`src/rtl/char_pixel_serializer.sv`:
```
// Glyph-byte serializer for the Galaksija video path: picks the ROM or patch byte,
// buffers it in a one-byte holding register and shifts it out one pixel per pix_ce.
// Ports: clk/reset; pix_ce pixel enable; rom_q/patch_q/patch byte select;
//   char_valid/char_ready byte handshake; flush line-start flush; blank/invert pixel
//   modifiers; pixel registered serial output; overrun/underrun sticky debug flags
//   cleared by clr_err.
module char_pixel_serializer #(
  parameter bit   LSB_FIRST  = 1'b1,
  parameter logic IDLE_PIXEL = 1'b0
) (
  input  logic       clk,
  input  logic       reset,
  input  logic       pix_ce,
  input  logic [7:0] rom_q,
  input  logic [7:0] patch_q,
  input  logic       patch,
  input  logic       char_valid,
  output logic       char_ready,
  input  logic       flush,
  input  logic       blank,
  input  logic       invert,
  output logic       pixel,
  output logic       overrun,
  output logic       underrun,
  input  logic       clr_err
);

  typedef enum logic {IDLE = 1'b0, SHIFT = 1'b1} state_t;

  state_t     state, state_nxt;
  logic [7:0] hold, shreg;
  logic       hold_full;
  logic [2:0] cnt, cnt_nxt;
  logic [7:0] din;

  // Output-decode results
  logic       xfer;      // hold register moves into the shifter this cycle
  logic       emit;      // a data bit is emitted this cycle
  logic       emit_bit;  // the raw data bit being emitted
  logic       starve;    // pix_ce with nothing to emit

  logic       capture, drop;
  logic       hold_full_nxt;

  // patch_q is only looked at when patch is high, so an undriven patch bus is harmless.
  assign din = patch ? patch_q : rom_q;

  function automatic logic pick(input logic [7:0] b, input logic [2:0] i);
    return LSB_FIRST ? b[i] : b[3'd7 - i];
  endfunction

  // State register
  always_ff @(posedge clk or posedge reset) begin
    if (reset) state <= IDLE;
    else       state <= state_nxt;
  end

  // Next-state logic
  always_comb begin
    state_nxt = state;
    if (flush) begin
      state_nxt = IDLE;
    end else if (pix_ce) begin
      case (state)
        IDLE:    if (hold_full) state_nxt = SHIFT;
        SHIFT:   if (cnt == 3'd7 && !hold_full) state_nxt = IDLE;
        default: state_nxt = IDLE;
      endcase
    end
  end

  // Output decode: what happens on this pixel enable
  always_comb begin
    xfer     = 1'b0;
    emit     = 1'b0;
    emit_bit = 1'b0;
    starve   = 1'b0;
    cnt_nxt  = cnt;
    if (pix_ce) begin
      case (state)
        IDLE: begin
          if (hold_full) begin
            // First bit comes straight from the holding register.
            xfer     = 1'b1;
            emit     = 1'b1;
            emit_bit = pick(hold, 3'd0);
            cnt_nxt  = 3'd1;
          end else begin
            starve   = 1'b1;
          end
        end
        SHIFT: begin
          emit     = 1'b1;
          emit_bit = pick(shreg, cnt);
          // Wraps 7 -> 0, which is both the gapless restart and the idle value.
          cnt_nxt  = cnt + 3'd1;
          if (cnt == 3'd7 && hold_full) xfer = 1'b1;
        end
        default: ;
      endcase
    end
  end

  assign capture       = char_valid && (!hold_full || xfer);
  assign drop          = char_valid && hold_full && !xfer;
  assign hold_full_nxt = capture ? 1'b1 : (xfer ? 1'b0 : hold_full);

  // Datapath and flags
  always_ff @(posedge clk or posedge reset) begin
    if (reset) begin
      hold       <= 8'h00;
      hold_full  <= 1'b0;
      shreg      <= 8'h00;
      cnt        <= 3'd0;
      pixel      <= IDLE_PIXEL;
      char_ready <= 1'b1;
      overrun    <= 1'b0;
      underrun   <= 1'b0;
    end else begin
      if (flush) begin
        // Any byte offered in the flush cycle is discarded silently.
        hold_full  <= 1'b0;
        cnt        <= 3'd0;
        pixel      <= IDLE_PIXEL;
        char_ready <= 1'b1;
      end else begin
        if (capture) hold <= din;
        if (xfer) shreg <= hold;
        cnt        <= cnt_nxt;
        hold_full  <= hold_full_nxt;
        char_ready <= !hold_full_nxt;
        if (emit)        pixel <= blank ? 1'b0 : (emit_bit ^ invert);
        else if (starve) pixel <= IDLE_PIXEL;
      end
      // A new error event wins over a simultaneous clear.
      overrun  <= (drop   && !flush) || (overrun  && !clr_err);
      underrun <= (starve && !flush) || (underrun && !clr_err);
    end
  end

endmodule

```
`config.mk`:
```
export PLATFORM = sky130hd
export DESIGN_NAME = char_pixel_serializer
export DESIGN_NICKNAME = d
export VERILOG_FILES = /design/src/rtl/char_pixel_serializer.sv
export SDC_FILE = /design/constraint.sdc
export NUM_CORES = 1
export LEC_CHECK = 0
export CORE_UTILIZATION = 43
export DETAILED_ROUTE_END_ITERATION = 10
export GPL_TIMING_DRIVEN = 1
export PLACE_DENSITY = 0.74
export SYNTH_ARGS = -nofsm -noshare
export SYNTH_HDL_FRONTEND = slang
export SYNTH_SLANG_ARGS = --single-unit
```
`constraint.sdc`:
```
create_clock -name clk -period 1.6 [get_ports clk]
set_input_delay 0.24 -clock clk [delete_from_list [all_inputs] [get_ports clk]]
set_output_delay 0.24 -clock clk [all_outputs]
set_load 0.05 [all_outputs]
```
==> metrics.md, run 1 <==
| Metric | Value |
|---|---|
| Status | `finished, violations left` |
| Violations in the final reports | `negative setup slack` |
| Die outline area | `~0.003 mm2` |
| Final ANT Viol Nets | `0` |
| Achievable clock frequency | `579.7 MHz` |
| Port buffer count | `28` |
| RSZ-0062 raised after global routing | `true` |
| Final Critical Period | `roughly 1.7 ns` |
| Maximum cell stage delay along the critical path | `around 0.41 ns` |
| Number of sinks handled by clock tree synthesis | `25` |
| Power Total | `roughly 1.5 mW` |
| Post-detail-place hpwl | `approximately 1.9 mm` |
| Number of flip-flops and latches in the synthesized netlist | `25` |
| Number of endpoints failing setup at the final stage | `19` |
| Library cells used by synthesis | `29` |
| Die Width | `roughly 55 um` |
| Clock slew at the register clock pins of the worst setup and hold paths | `around 0.13 ns` |
| Critical Path Source Type | `flip-flop` |
| Post-route core utilization | `68.93%` |
| PwrDens | `between 800 and 900 mW/mm2` |
| Met3 track demand over resource in global routing | `3.056%` |
| Routed wirelength normalized by instance count | `roughly 15 um` |
| Root Buffer Master | `sky130_fd_sc_hd__clkbuf_4` |
| Overall Global Routing Usage | `between 15 and 20%` |
| CORE AREA | `approximately 0.0025 mm2` |
| CP max-delay cell | `sky130_fd_sc_hd__dfrtp_1` |
| Synth Warn # | `0` |
| Final hold vios | `0` |
| Max rail drop VDD | `between 0.5 and 0.6 mV` |
| Worst relative slew slack | `~71%` |
| Cell breakdown of the critical path | `ha_2 > ha_4 > nand2b_4 > a21boi_4 > buf_6 > nor3b_4 > clkbuf_16 > a21oi_1` |
| 1st-pass router iterations | `4` |
| Clk Latency, worst-skew pair | `0.31 ns` |
| Global-route wire length before repair | `between 3 and 4 mm` |
| Filler cells | `196` |
| Layout area overhead | `46.81%` |
| Worst Path Class, Setup | `reg2reg` |
| Final Cycle Share | `107.8%` |
| CTS tree | `yes` |
| Detailed-route vias per instance | `between 5 and 6` |
| Total wirelength of the detailed-routed design | `2.540 mm` |
| Met2 global-route usage | `approximately 34%` |
| CTS Buf Count | `3` |
| Actual slew at the worst max-slew pin | `0.4337 ns` |
| Max-cap violations | `0` |
| Via Count | `918` |
| Antenna violations before repair | `0` |
| Largest driver fanout on the critical path | `8` |
| Post-Synthesis Net Count | `127` |
| Layout Nets | `170` |
| Cells after synthesis | `100` |
| Met1 demand-to-capacity share in global routing | `between 20% and 30%` |
| Placer congestion estimate | `0.8372` |
| DRC | `0` |
| Number of primary I/O pins | `29` |
| Worst hold path type | `in2async` |
| Mapped cell area | `about 0.0012 mm2` |
| Largest net degree at the start of global routing | `18` |
| Final worst clock skew | `0.006542 ns` |
| Place WS | `-0.1487 ns` |
| Leakage power | `0.7497 nW` |
| Cts-stage hold buffer count | `0` |
| Busiest layer in global routing | `met2` |
| Clock buffer depth | `2` |
| Height of the chip | `54.72 um` |
| CTS H-tree lvls | `1` |
| Critical Path AT | `roughly 1.9 ns` |
| Sum of overflow across all layers after global routing | `0` |
| Average size of a mapped cell | `11.95 um2` |
| Register area share after synthesis | `a little over half` |
| Share of final-layout standard cells stronger than drive strength 1 | `about two fifths` |
| Number of placement rows | `18` |
| Number of slew-limit violations in the final report | `0` |
| Vias in the first global route | `890` |
| Type of element capturing the critical path | `flip-flop` |
| Worst path setup slack after routing | `-0.1249 ns` |
| First DRT Iteration DRCs | `11` |
| Data required time at the worst endpoint | `around 1.8 ns` |
| Antenna diodes | `0` |
| Initial Util | `46.95%` |
==> layer usage <==
metal | part of all wire (%) | vias to the layer above
met3 | 4.8 | 0
met1 | 42 | 457
met4 | 0 | 0
li1 | - | 434
met5 | 0 | -
met2 | 54 | 27
==> Yosys cell counts <==
cell | count | share of area (%)
sky130_fd_sc_hd__a21boi_1 | 1 | 0.63
sky130_fd_sc_hd__a21o_1 | 1 | 0.63
sky130_fd_sc_hd__a21oi_1 | 9 | 3.8
sky130_fd_sc_hd__a22oi_1 | 1 | 0.63
sky130_fd_sc_hd__a311oi_1 | 1 | 0.73
sky130_fd_sc_hd__a32oi_1 | 2 | 1.5
sky130_fd_sc_hd__and2b_2 | 1 | 0.73
sky130_fd_sc_hd__and4b_1 | 1 | 0.84
sky130_fd_sc_hd__buf_1 | 1 | 0.31
sky130_fd_sc_hd__buf_2 | 3 | 1.3
sky130_fd_sc_hd__buf_4 | 2 | 1.3
sky130_fd_sc_hd__dfrtp_1 | 24 | 50
sky130_fd_sc_hd__dfstp_2 | 1 | 2.2
sky130_fd_sc_hd__ha_1 | 2 | 2.1
sky130_fd_sc_hd__inv_1 | 4 | 1.3
sky130_fd_sc_hd__mux2_2 | 8 | 7.5
sky130_fd_sc_hd__mux2i_1 | 9 | 7.5
sky130_fd_sc_hd__mux4_1 | 2 | 4.4
sky130_fd_sc_hd__nand2_1 | 3 | 0.94
sky130_fd_sc_hd__nand2b_1 | 1 | 0.52
sky130_fd_sc_hd__nand2b_2 | 1 | 0.73
sky130_fd_sc_hd__nand3b_1 | 1 | 0.63
sky130_fd_sc_hd__nor2_1 | 14 | 4.4
sky130_fd_sc_hd__nor3b_2 | 1 | 1.0
sky130_fd_sc_hd__o21ai_0 | 2 | 0.84
sky130_fd_sc_hd__o32ai_1 | 1 | 0.73
sky130_fd_sc_hd__o41ai_2 | 1 | 1.4
sky130_fd_sc_hd__or2_2 | 1 | 0.52
sky130_fd_sc_hd__xnor2_1 | 1 | 0.73
==> registers in the layout, indices dropped and copies added (netlist names) <==
signal	count
pixel	1
hold	8
underrun	1
hold_full	1
shreg	8
state	1
cnt	3
overrun	1
char_ready	1
==> cell type report <==
class	instances	area, um2	share of cell area (%)
flip-flops and latches	25	628.1	35.81
repair buffers	44	452.9	25.82
clock buffers	4	26.28	1.498
inverters	4	15.01	0.8559
well taps	30	37.54	2.140
multi-input cells	65	594.3	33.88
==> cells in the final DEF (no fill, tap or decap) <==
cell	netlist	routed
sky130_fd_sc_hd__clkbuf_16	0	1
sky130_fd_sc_hd__clkdlybuf4s50_1	0	24
sky130_fd_sc_hd__o41ai_2	1	1
sky130_fd_sc_hd__mux4_1	2	1
sky130_fd_sc_hd__nor3b_4	0	1
sky130_fd_sc_hd__a21oi_2	0	7
sky130_fd_sc_hd__o21ai_0	2	2
sky130_fd_sc_hd__dfstp_2	1	1
sky130_fd_sc_hd__mux2_2	8	8
sky130_fd_sc_hd__buf_4	2	14
sky130_fd_sc_hd__nor2_1	14	8
sky130_fd_sc_hd__nand2b_1	1	1
sky130_fd_sc_hd__ha_2	0	1
sky130_fd_sc_hd__nand2b_4	0	1
sky130_fd_sc_hd__and2b_2	1	1
sky130_fd_sc_hd__and4b_1	1	1
sky130_fd_sc_hd__nor2_2	0	6
sky130_fd_sc_hd__a22oi_1	1	1
sky130_fd_sc_hd__ha_4	0	1
sky130_fd_sc_hd__a32oi_1	2	2
sky130_fd_sc_hd__dfrtp_2	0	1
sky130_fd_sc_hd__nand3b_1	1	1
sky130_fd_sc_hd__or2_2	1	1
sky130_fd_sc_hd__nand2_1	3	3
sky130_fd_sc_hd__dfrtp_1	24	23
sky130_fd_sc_hd__buf_12	0	3
sky130_fd_sc_hd__a21boi_4	0	1
sky130_fd_sc_hd__a311oi_1	1	1
sky130_fd_sc_hd__inv_1	4	4
sky130_fd_sc_hd__mux2i_1	9	9
sky130_fd_sc_hd__buf_6	0	2
sky130_fd_sc_hd__a21oi_1	9	2
sky130_fd_sc_hd__a21o_1	1	1
sky130_fd_sc_hd__clkbuf_4	0	3
sky130_fd_sc_hd__o32ai_1	1	1
sky130_fd_sc_hd__clkbuf_1	0	1
sky130_fd_sc_hd__xnor2_1	1	1
sky130_fd_sc_hd__mux4_2	0	1
==> critical path: cells and delay by family (launching register included) <==
family | cells | cell delay [ns]
AOI/OAI and AO/OA | 2 | 0.12
adders and majority gates | 2 | 0.33
buffers and inverters | 2 | 0.35
DFF | 1 | 0.41
and+or+nand+nor | 2 | 0.41
==> where the power goes <==
part / switching [mW] / internal (mW) / leakage, nW
combinational: 0.161 / 0.247 / 0.439
sequential: 0.0783 / 0.751 / 0.296
clock: 0.174 / 0.0972 / 0.0150
total: 0.413 / 1.10 / 0.750
==> cell families (layout without fill, tap and decap cells) <==
| group | after synthesis | count (layout) | share of synthesized area [%] |
|---|---|---|---|
| adder cells (fa/ha/maj) | 2 | 2 | 2.094 |
| AO/OA/AOI/OAI | 19 | 19 | 10.79 |
| flip-flops | 25 | 25 | 52.46 |
| multiplexers | 19 | 19 | 19.48 |
| XOR/XNOR | 1 | 1 | 0.7331 |
| AND/OR/NAND/NOR | 24 | 24 | 10.37 |
| buffers and inverters | 10 | 52 | 4.082 |
==> path summary, 6_finish.rpt <==
path                        start       end  slack, ns  cells after the start
max in group asynchronous   reset  shreg[1]       0.97                      3
hold / removal              reset    cnt[1]       0.21                      2
min in group clk            pixel     pixel       0.50                      2
setup / recovery           cnt[0]   hold[1]      -0.12                      8
setup reg to reg           cnt[0]   hold[1]      -0.12                      8
hold reg to reg             pixel     pixel       0.50                      2
==> metrics by stage <==
step	cells	TNS [ns]	instance area, um2	hold WS [ns]
2_1_floorplan	100	0	1219	0.2666
3_3_place_gp	163	-0.8748	1594	0.4609
3_5_place_dp	163	-1.994	1594	0.4780
4_1_cts	170	-1.429	1667	0.2128
5_1_grt	172	-2.583	1754	0.2391
6_report	172	-1.550	1754	0.2055
==> what timing repair did <==
item,4_1_cts,5_1_grt
setup buffers,3,1
gates resized for setup,2,18
pin swaps,2,4
setup endpoints to repair,19,19
gates cloned,0,1
No activity file was read; power rests on OpenSTA's default activity.
==> run 2: changes to the inputs <==
--- a/config.mk
+++ b/config.mk
@@ -6,6 +6,7 @@
 export NUM_CORES = 1
 export LEC_CHECK = 0
 export CORE_UTILIZATION = 43
+export CTS_CLUSTER_SIZE = 40
 export DETAILED_ROUTE_END_ITERATION = 10
 export GPL_TIMING_DRIVEN = 1
 export PLACE_DENSITY = 0.74
==> results of run 2 <==
No change in the layout: final DEF, timing and power equal those of run 1.
==> run 3: changes to the inputs <==
--- a/config.mk
+++ b/config.mk
@@ -5,6 +5,7 @@
 export SDC_FILE = /design/constraint.sdc
 export NUM_CORES = 1
 export LEC_CHECK = 0
+export CAP_MARGIN = 30
 export CORE_UTILIZATION = 43
 export CTS_CLUSTER_SIZE = 40
 export DETAILED_ROUTE_END_ITERATION = 10
==> results of run 3 <==
No change in the layout: final DEF, timing and power equal those of run 1.
